==> config.mk <==
export PLATFORM = sky130hd
export DESIGN_NAME = key_event_decoder
export DESIGN_NICKNAME = d
export VERILOG_FILES = /design/src/rtl/key_event_decoder.sv
export SDC_FILE = /design/constraint.sdc
export NUM_CORES = 1
export LEC_CHECK = 0
export ABC_AREA = 1
export ABC_CLOCK_PERIOD_IN_PS = 4700
export CAP_MARGIN = 30
export CORE_MARGIN = 2
export CORE_UTILIZATION = 65
export DETAILED_ROUTE_END_ITERATION = 7
export PLACE_DENSITY = 0.91
export REMOVE_ABC_BUFFERS = 1
export SKIP_CTS_REPAIR_TIMING = 1
export SLEW_MARGIN = 20
export SYNTH_ARGS = -nofsm -noshare
export SYNTH_HDL_FRONTEND = slang
export SYNTH_HIERARCHICAL = 1
export SYNTH_SLANG_ARGS = --single-unit
==> constraint.sdc <==
create_clock -name clk -period 4.7 [get_ports clk]
set_input_delay 0.47 -clock clk [delete_from_list [all_inputs] [get_ports clk]]
set_output_delay 0.47 -clock clk [all_outputs]
set_load 0.02 [all_outputs]
==> src/rtl/key_event_decoder.sv <==
// Turns the debounced active-low 3-key bus into per-key press/release/long/repeat
// pulses plus a merged press/repeat strobe carrying the lowest active key index.

module key_event_lane #(
  parameter int LONG_TIME   = 50_000_000,
  parameter int REPEAT_TIME = 10_000_000,
  parameter int CNT_W       = 26
) (
  input  logic clk,
  input  logic rst_n,
  input  logic key_n,
  output logic press_o,
  output logic rel_o,
  output logic long_o,
  output logic rpt_o
);
  typedef enum logic [1:0] {IDLE, PRESSED, REPEAT} state_t;

  state_t             state_q, state_d;
  logic [CNT_W-1:0]   cnt_q, cnt_d;
  logic               press_q, press_d;
  logic               rel_q, rel_d;
  logic               long_q, long_d;
  logic               rpt_q, rpt_d;

  always_comb begin
    state_d = state_q;
    cnt_d   = cnt_q;
    press_d = 1'b0;
    rel_d   = 1'b0;
    long_d  = 1'b0;
    rpt_d   = 1'b0;
    unique case (state_q)
      IDLE: begin
        if (!key_n) begin
          state_d = PRESSED;
          cnt_d   = '0;
          press_d = 1'b1;
        end
      end
      PRESSED: begin
        // release beats the terminal count when both land in the same cycle
        if (key_n) begin
          state_d = IDLE;
          cnt_d   = '0;
          rel_d   = 1'b1;
        end else if (cnt_q == CNT_W'(LONG_TIME - 1)) begin
          state_d = REPEAT;
          cnt_d   = '0;
          long_d  = 1'b1;
        end else begin
          cnt_d = cnt_q + CNT_W'(1);
        end
      end
      REPEAT: begin
        if (key_n) begin
          state_d = IDLE;
          cnt_d   = '0;
          rel_d   = 1'b1;
        end else if (cnt_q == CNT_W'(REPEAT_TIME - 1)) begin
          cnt_d = '0;
          rpt_d = 1'b1;
        end else begin
          cnt_d = cnt_q + CNT_W'(1);
        end
      end
      default: begin
        state_d = IDLE;
        cnt_d   = '0;
      end
    endcase
  end

  always_ff @(posedge clk or negedge rst_n) begin
    if (!rst_n) begin
      state_q <= IDLE;
      cnt_q   <= '0;
      press_q <= 1'b0;
      rel_q   <= 1'b0;
      long_q  <= 1'b0;
      rpt_q   <= 1'b0;
    end else begin
      state_q <= state_d;
      cnt_q   <= cnt_d;
      press_q <= press_d;
      rel_q   <= rel_d;
      long_q  <= long_d;
      rpt_q   <= rpt_d;
    end
  end

  assign press_o = press_q;
  assign rel_o   = rel_q;
  assign long_o  = long_q;
  assign rpt_o   = rpt_q;
endmodule

module key_event_decoder #(
  parameter int LONG_TIME   = 50_000_000,
  parameter int REPEAT_TIME = 10_000_000,
  parameter int CNT_W       = 26
) (
  input  logic       clk,
  input  logic       rst_n,
  input  logic [2:0] key_value,
  output logic [2:0] key_press,
  output logic [2:0] key_release,
  output logic [2:0] key_long,
  output logic [2:0] key_repeat,
  output logic       key_evt,
  output logic [1:0] key_id
);
  for (genvar i = 0; i < 3; i++) begin : g_lane
    key_event_lane #(
      .LONG_TIME  (LONG_TIME),
      .REPEAT_TIME(REPEAT_TIME),
      .CNT_W      (CNT_W)
    ) u_lane (
      .clk    (clk),
      .rst_n  (rst_n),
      .key_n  (key_value[i]),
      .press_o(key_press[i]),
      .rel_o  (key_release[i]),
      .long_o (key_long[i]),
      .rpt_o  (key_repeat[i])
    );
  end

  logic [2:0] pr;
  logic       key_evt_q, key_evt_d;
  logic [1:0] key_id_q, key_id_d;

  assign pr = key_press | key_repeat;

  // strobe follows the registered pulses by one cycle; index holds when idle
  always_comb begin
    key_evt_d = |pr;
    key_id_d  = key_id_q;
    if (pr[0])      key_id_d = 2'd0;
    else if (pr[1]) key_id_d = 2'd1;
    else if (pr[2]) key_id_d = 2'd2;
  end

  always_ff @(posedge clk or negedge rst_n) begin
    if (!rst_n) begin
      key_evt_q <= 1'b0;
      key_id_q  <= 2'd0;
    end else begin
      key_evt_q <= key_evt_d;
      key_id_q  <= key_id_d;
    end
  end

  assign key_evt = key_evt_q;
  assign key_id  = key_id_q;
endmodule
-- After elaboration in Yosys (flattened, before gate mapping)
Index checks and enable logic that the tools add are counted.
- add/subtract/negate cells: 3
- reduce and logical (&&, ||, !) cells: 11
- equality and inequality tests: 21
- muxes and demuxes: 66
- bitwise operators: 1
- operators with widths (cell ; number):
    $mux W26 ; 15
    $pmux W26 S3 ; 3
    $add A26 B1 Y26 const B ; 3
    $eq A26 B24 Y1 const B ; 3
    $eq A26 B26 Y1 const B ; 3
    $mux W1 ; 30
    $mux W2 ; 15
    $pmux W2 S3 ; 3
    $ne A2 B2 Y1 const B ; 6
    $ne A3 B2 Y1 const B ; 3
    $reduce_and A3 Y1 ; 3
    $eq A2 B1 Y1 const B ; 3
    $eq A2 B2 Y1 const B ; 3
    $logic_not A2 Y1 ; 3
    $reduce_or A2 Y1 ; 3
    $or A3 B3 Y3 ; 1
    $reduce_bool A3 Y1 ; 1
    $reduce_or A3 Y1 ; 1
- word-level logic and storage cells: 122
- register bits: 99
- input port bits: 5
- output and inout port bits: 15

-- Depth between registers and ports, before layout
- depth after elaboration: 4
- depth in mapped cells: 11
- depth with buffers taken out: 11

-- By module
The synthesis kept the hierarchy.
- modules (own cells, without submodules) (module ; instances ; cells each ; sequential area each (um^2) ; area an instance (um^2)):
    key_event_lane (g_lane[0].u_lane ...) ; 2 ; 376 ; 800.8 ; 2306.0
    key_event_lane (g_lane[2].u_lane) ; 1 ; 379 ; 800.8 ; 2298.5
    key_event_decoder ; 1 ; 13 ; 75.1 ; 123.9

-- Least setup slack after synthesis
OpenSTA, ideal clock, no wires.
- path type: flip-flop to flip-flop
- start: register g_lane[2].u_lane.cnt_q[0]
- end: register g_lane[2].u_lane.cnt_q[15]
- data required time: 4.584 ns
- library setup time: 0.116 ns
- clock period less this slack: 1.561 ns
- setup slack: 3.139 ns
- stages on the path, launching flop included: 12
- path buffers: 1
- data arrival time: 1.445 ns
- cells stage by stage: dfrtp_1 ha_1 nand2_2 nor2_4 nand2_2 nor2_4 nand3_2 nand2_2 nand2_4 buf_6 nand2_1 nand2_1
- longest elaborated chain between the ends: 4
- elaborated cells between the ends (all ways): 8
- those cells by class: add/sub (1); eq/ne (2); mux (5)
- RTL lines (element ; RTL line ; RTL):
    start: declaration ; 20 ; logic [CNT_W-1:0] cnt_q, cnt_d;
    start signal: assignment ; 84 ; cnt_q <= cnt_d;
    $add A26 B1 Y26, or another cell as far along ; 52, 64 ;
    $mux W26, on equally long branches ; 60, 47 ;
    $mux W26, on equally long branches ; 56, 43 ;
    $pmux W26 S3 (*) ; 33 ; unique case (state_q)
Mark *: on every way between the ends. The rest lies on a longest branch, timed or not.
A chain may end at the register's enable or synchronous reset.

-- Final worst setup path
- start: register g_lane[0].u_lane.state_q[0]
- end: register g_lane[0].u_lane.cnt_q[16]
- longest elaborated chain between the ends: 2
- elaborated cells between the ends (all ways): 5
- those cells by class: eq/ne (3); mux (1); reduce/logical (1)
- RTL lines (element ; RTL line ; RTL):
    start: declaration ; 19 ; state_t state_q, state_d;
    start signal: assignment ; 83 ; state_q <= state_d;
    $eq A2 B2 Y1, or another cell as far along ; 33 ;
    $pmux W26 S3 / $ne A2 B2 Y1 (equally long branches) ; - ;
    end signal: assignment ; 84 ;
    end: declaration ; 20 ;
Parallel ways exist; a longest one is shown, timed or not.

==> flow_summary.html <==
<table>
<tr><th>Metric</th><th>Value</th></tr>
<tr><th colspan="2">Run status</th></tr>
<tr><td>Outcome</td><td>finished, final reports clean</td></tr>
<tr><th colspan="2">STA</th></tr>
<tr><td>Upper clock frequency limit</td><td>0.414 GHz</td></tr>
<tr><td>Final period demand of the worst path</td><td>2.42 ns</td></tr>
<tr><td>TNS Setup</td><td>0 ns</td></tr>
<tr><td>Max Slew Vio Count</td><td>0</td></tr>
<tr><td>Final setup violating endpoints</td><td>0</td></tr>
<tr><td>Worst-Margin Slew</td><td>0.835 ns</td></tr>
<tr><td>Worst Setup Slack, final</td><td>2.28 ns</td></tr>
<tr><td>Number of hold violations in the final report</td><td>0</td></tr>
<tr><td>Clock skew after layout</td><td>0.0159 ns</td></tr>
<tr><td>Remaining max-slew budget at the tightest pin</td><td>44.3%</td></tr>
<tr><td>Setup repair after global routing missed its margin</td><td>no</td></tr>
<tr><td>Final worst-path cycle share</td><td>51.4%</td></tr>
<tr><th colspan="2">Logic synthesis</th></tr>
<tr><td>Proportion of synthesized flip-flops having asynchronous set or reset</td><td>100%</td></tr>
<tr><td>Most frequent cell after synthesis</td><td>sky130_fd_sc_hd__nand2_1</td></tr>
<tr><td>Synth cell count leaders</td><td>455 x sky130_fd_sc_hd__nand2_1, 203 x sky130_fd_sc_hd__nor2_1, 128 x sky130_fd_sc_hd__inv_1</td></tr>
<tr><td>Most area-hungry cell type in the Yosys netlist</td><td>sky130_fd_sc_hd__dfrtp_1</td></tr>
<tr><td>Share of Yosys cell area claimed by the top area cell type</td><td>35.2%</td></tr>
<tr><td>Post-synth cell types</td><td>28</td></tr>
<tr><td>Post-synth EDFFs</td><td>0</td></tr>
<tr><td>Synthesis-stage register bit count</td><td>99</td></tr>
<tr><td>Area contributors post-synth</td><td>sky130_fd_sc_hd__dfrtp_1 35%, sky130_fd_sc_hd__nand2_1 24%, sky130_fd_sc_hd__nor2_1 11%</td></tr>
<tr><td>Dominant register cell in the synthesized netlist</td><td>sky130_fd_sc_hd__dfrtp_1</td></tr>
<tr><td>Total standard cell area after synthesis</td><td>7030 µm²</td></tr>
<tr><td>Yosys warns</td><td>6</td></tr>
<tr><td>Fraction of the yosys area taken by sequential cells</td><td>35.2%</td></tr>
<tr><td>Instance count of the mapped netlist</td><td>1144</td></tr>
<tr><td>Avg Inst Size Synth</td><td>6.15 µm²</td></tr>
<tr><th colspan="2">Power</th></tr>
<tr><td>Maximum vdd ir drop</td><td>0.000381 V</td></tr>
<tr><td>PD cells</td><td>329 nW/µm²</td></tr>
<tr><td>Standby leakage power</td><td>3.47 nW</td></tr>
<tr><td>Overall Power</td><td>2.44 mW</td></tr>
<tr><th colspan="2">GRT</th></tr>
<tr><td>Pin count of the biggest net entering global routing</td><td>64</td></tr>
<tr><td>Total global-route track usage</td><td>29.7%</td></tr>
<tr><td>Remaining global-route overflow</td><td>0</td></tr>
<tr><td>Vias in the first global route</td><td>6201</td></tr>
<tr><td>Wire length of the first global-routing pass</td><td>27700 µm</td></tr>
<tr><td>Initial antenna violation count</td><td>1</td></tr>
<tr><th colspan="2">Place</th></tr>
<tr><td>Quantity of I/O buffers inserted on ports</td><td>19</td></tr>
<tr><td>Final estimated routing congestion in global placement</td><td>0.936</td></tr>
<tr><td>HPWL after detailed placement</td><td>11500 µm</td></tr>
<tr><td>Cells after DPL</td><td>1271</td></tr>
<tr><td>Pre-CTS setup slack</td><td>1.98 ns</td></tr>
<tr><th colspan="2">Finish</th></tr>
<tr><td>Number of nets in the final layout</td><td>1163</td></tr>
<tr><td>Share of the core filled with cells in the final layout</td><td>71.2%</td></tr>
<tr><td>Layout Area Growth over Synthesis</td><td>5.37%</td></tr>
<tr><td># diodes</td><td>0</td></tr>
<tr><td>Area of the multi-input gates</td><td>3870 µm²</td></tr>
<tr><td>Final standard cell count with taps included and fillers excluded</td><td>1287</td></tr>
<tr><td>Fraction of layout instances using a drive strength above 1</td><td>5.99%</td></tr>
<tr><td>Total of fill cells in the finished design</td><td>929</td></tr>
<tr><td>Combined flip-flop and latch cell area</td><td>2480 µm²</td></tr>
<tr><th colspan="2">Die</th></tr>
<tr><td>I/O pin total</td><td>20</td></tr>
<tr><td>Initial Util</td><td>67.5%</td></tr>
<tr><td>Cell Rows</td><td>37</td></tr>
<tr><td>Die boundary width</td><td>108 µm</td></tr>
<tr><td>Die Ht</td><td>108 µm</td></tr>
<tr><td>Area of the die</td><td>11700 µm²</td></tr>
<tr><td>Area of the placeable core</td><td>10400 µm²</td></tr>
<tr><th colspan="2">Routing</th></tr>
<tr><td>Wire length on met2</td><td>7290 µm</td></tr>
<tr><td>Residual DRC</td><td>0</td></tr>
<tr><td>Number of optimization iterations in the first detailed-route pass</td><td>5</td></tr>
<tr><td>Detail Route met3 WL</td><td>973 µm</td></tr>
<tr><td>Initial detailed-routing violation count</td><td>609</td></tr>
<tr><td>Number of vias after detailed routing</td><td>6891</td></tr>
<tr><td>Highest metal used</td><td>met4</td></tr>
<tr><td>Antenna violation net count after detailed routing</td><td>0</td></tr>
<tr><td>Total wirelength of the detailed-routed design</td><td>16200 µm</td></tr>
<tr><td>Vias per Instance</td><td>5.35</td></tr>
<tr><td>Routed wirelength normalized by instance count</td><td>12.6 µm</td></tr>
<tr><td>M1 WL</td><td>7600 µm</td></tr>
<tr><th colspan="2">Worst setup path</th></tr>
<tr><td>Critical path cell sequence</td><td>inv_1, ha_1, nand2_1, inv_2, nor2_2, inv_1, nor3_1, nand2_1, nand2_1</td></tr>
<tr><td>Worst R2R Path Depth</td><td>9</td></tr>
<tr><td>Most frequent CP cell</td><td>sky130_fd_sc_hd__nand2_1</td></tr>
<tr><td>Register-to-Register Setup Slack</td><td>2.28 ns</td></tr>
<tr><td>Classification of the worst setup path</td><td>reg -&gt; reg</td></tr>
<tr><td>Startpoint type of the worst setup path</td><td>register</td></tr>
<tr><td>Critical register-to-register path startpoint</td><td>g_lane[0].u_lane/state_q[0]$_DFFE_PN0P_</td></tr>
<tr><td>Maximum fanout along the worst path</td><td>26</td></tr>
<tr><td>Worst flop-to-flop path endpoint</td><td>g_lane[0].u_lane/cnt_q[16]$_DFFE_PN0P_</td></tr>
<tr><td>Master of the slowest instance on the critical path</td><td>sky130_fd_sc_hd__nor2_2</td></tr>
<tr><td>Arrival @ worst endpoint</td><td>2.75 ns</td></tr>
<tr><td>Critical Path Max Stage Delay</td><td>0.70 ns</td></tr>
<tr><td>Critical Path End Type</td><td>register</td></tr>
<tr><td>Critical Path RT</td><td>5.04 ns</td></tr>
<tr><th colspan="2">Clock network</th></tr>
<tr><td>Depth of the CTS H-tree</td><td>3</td></tr>
<tr><td>Clock tree from TritonCTS</td><td>yes</td></tr>
<tr><td>Max Buffers Root-to-Sink</td><td>2</td></tr>
<tr><td>Sink Count</td><td>99</td></tr>
<tr><td>Number of CTS-inserted buffers</td><td>9</td></tr>
<tr><td>Root Buffer</td><td>sky130_fd_sc_hd__clkbuf_8</td></tr>
<tr><td>Worst-Skew Late Latency</td><td>0.40 ns</td></tr>
<tr><td>Clock Pin Slew Worst Setup and Hold Paths</td><td>0.11 ns</td></tr>
<tr><th colspan="2">Run</th></tr>
<tr><td>Max-cap violation count</td><td>0</td></tr>
<tr><th colspan="2">Min path</th></tr>
<tr><td>Class of the tightest hold or removal check</td><td>in -&gt; async</td></tr>
</table>
-- through the flow --
stage	cell area, µm²	hold WS, ns
floorplan	6850	0.174
global placement	7210	0.482
detailed placement	7210	0.488
CTS	7410	0.181
global route	7410	0.230
finish	7410	0.160
-- report_power, final --
part	total, mW	switching [mW]	internal [mW]
sequential	0.969	0.0522	0.917
clock	0.577	0.327	0.250
combinational	0.890	0.647	0.243
total	2.44	1.03	1.41
-- per-layer routing --
metal	vias to the layer above	track usage, %
li1	3510	-
met5	-	0
met4	0	10.9
met3	31	6.33
met2	212	46.9
met1	3138	40.6
-- flip-flops by register name (all words and copies together), names as in the netlist --
| name | count |
|---|---|
| g_lane.u_lane/cnt_q | 78 |
| g_lane.u_lane/state_q | 6 |
| g_lane.u_lane/long_o | 3 |
| g_lane.u_lane/press_o | 3 |
| g_lane.u_lane/rel_o | 3 |
| g_lane.u_lane/rpt_o | 3 |
| key_id | 2 |
| key_evt | 1 |
-- worst max-delay path by stage --
stage                                                       start                                     end  slack (ns)  cells past startpoint
after floorplan           g_lane[0].u_lane/state_q[0]$_DFFE_PN0P_  g_lane[0].u_lane/cnt_q[16]$_DFFE_PN0P_        2.89                      9
after global placement                               key_value[1]  g_lane[1].u_lane/cnt_q[16]$_DFFE_PN0P_        2.06                      8
after detailed placement                             key_value[0]  g_lane[0].u_lane/cnt_q[16]$_DFFE_PN0P_        1.98                      8
after CTS                 g_lane[1].u_lane/state_q[0]$_DFFE_PN0P_  g_lane[1].u_lane/cnt_q[16]$_DFFE_PN0P_        2.29                      9
after global routing      g_lane[1].u_lane/state_q[0]$_DFFE_PN0P_  g_lane[1].u_lane/cnt_q[16]$_DFFE_PN0P_        2.00                      9
final                     g_lane[0].u_lane/state_q[0]$_DFFE_PN0P_  g_lane[0].u_lane/cnt_q[16]$_DFFE_PN0P_        2.28                      9
-- cells in the final DEF (no fill, tap or decap) --
cell type                         count
sky130_fd_sc_hd__bufinv_16            1
sky130_fd_sc_hd__clkinv_2             2
sky130_fd_sc_hd__a21oi_1             27
sky130_fd_sc_hd__nand4_1             14
sky130_fd_sc_hd__nor2_2              16
sky130_fd_sc_hd__nor3b_1              1
sky130_fd_sc_hd__nand3_1             55
sky130_fd_sc_hd__clkinvlp_4           2
sky130_fd_sc_hd__nor2_1             203
sky130_fd_sc_hd__inv_8                1
sky130_fd_sc_hd__o21ai_0             26
sky130_fd_sc_hd__nand2_1            455
sky130_fd_sc_hd__nand2_4              3
sky130_fd_sc_hd__ha_1                12
sky130_fd_sc_hd__nor2_4               9
sky130_fd_sc_hd__o211ai_1             1
sky130_fd_sc_hd__nand2_2             18
sky130_fd_sc_hd__clkbuf_8             9
sky130_fd_sc_hd__o21bai_1             3
sky130_fd_sc_hd__o22ai_1              2
sky130_fd_sc_hd__nor3_1              23
sky130_fd_sc_hd__nor4_1               9
sky130_fd_sc_hd__and2_1               2
sky130_fd_sc_hd__inv_2                4
sky130_fd_sc_hd__inv_6                1
sky130_fd_sc_hd__xor2_1               1
sky130_fd_sc_hd__o2111ai_1            3
sky130_fd_sc_hd__nand3_2              1
sky130_fd_sc_hd__dfrtp_1             99
sky130_fd_sc_hd__clkdlybuf4s50_1     18
sky130_fd_sc_hd__inv_1              128
sky130_fd_sc_hd__buf_4                2
-- critical path: cells and delay by family (launching register included) --
kind                     cells  cell delay (ns)
AND/OR/NAND/NOR              5             1.21
buffers and inverters        3             0.53
flip-flops                   1             0.39
adder cells (fa/ha/maj)      1             0.22
-- cells by family after synthesis --
group | count (synthesis) | share of synthesized area [%]
buffers and inverters | 161 | 9.69
AOI/OAI and AO/OA | 62 | 4.75
and+or+nand+nor | 809 | 48.1
DFF | 99 | 35.2
xor gates and xnor gates | 1 | 0.125
adders and majority gates | 12 | 2.13
-- final cells by class --
cell class	instances	share of cell area [%]
Sequential cell	99	33.4
Multi-Input combinational cell	884	52.3
Tap cell	136	2.30
Clock buffer	9	1.67
Timing Repair Buffer	20	2.63
Clock inverter	7	1.01
Inverter	132	6.68
(Power assumes the default switching activity.)
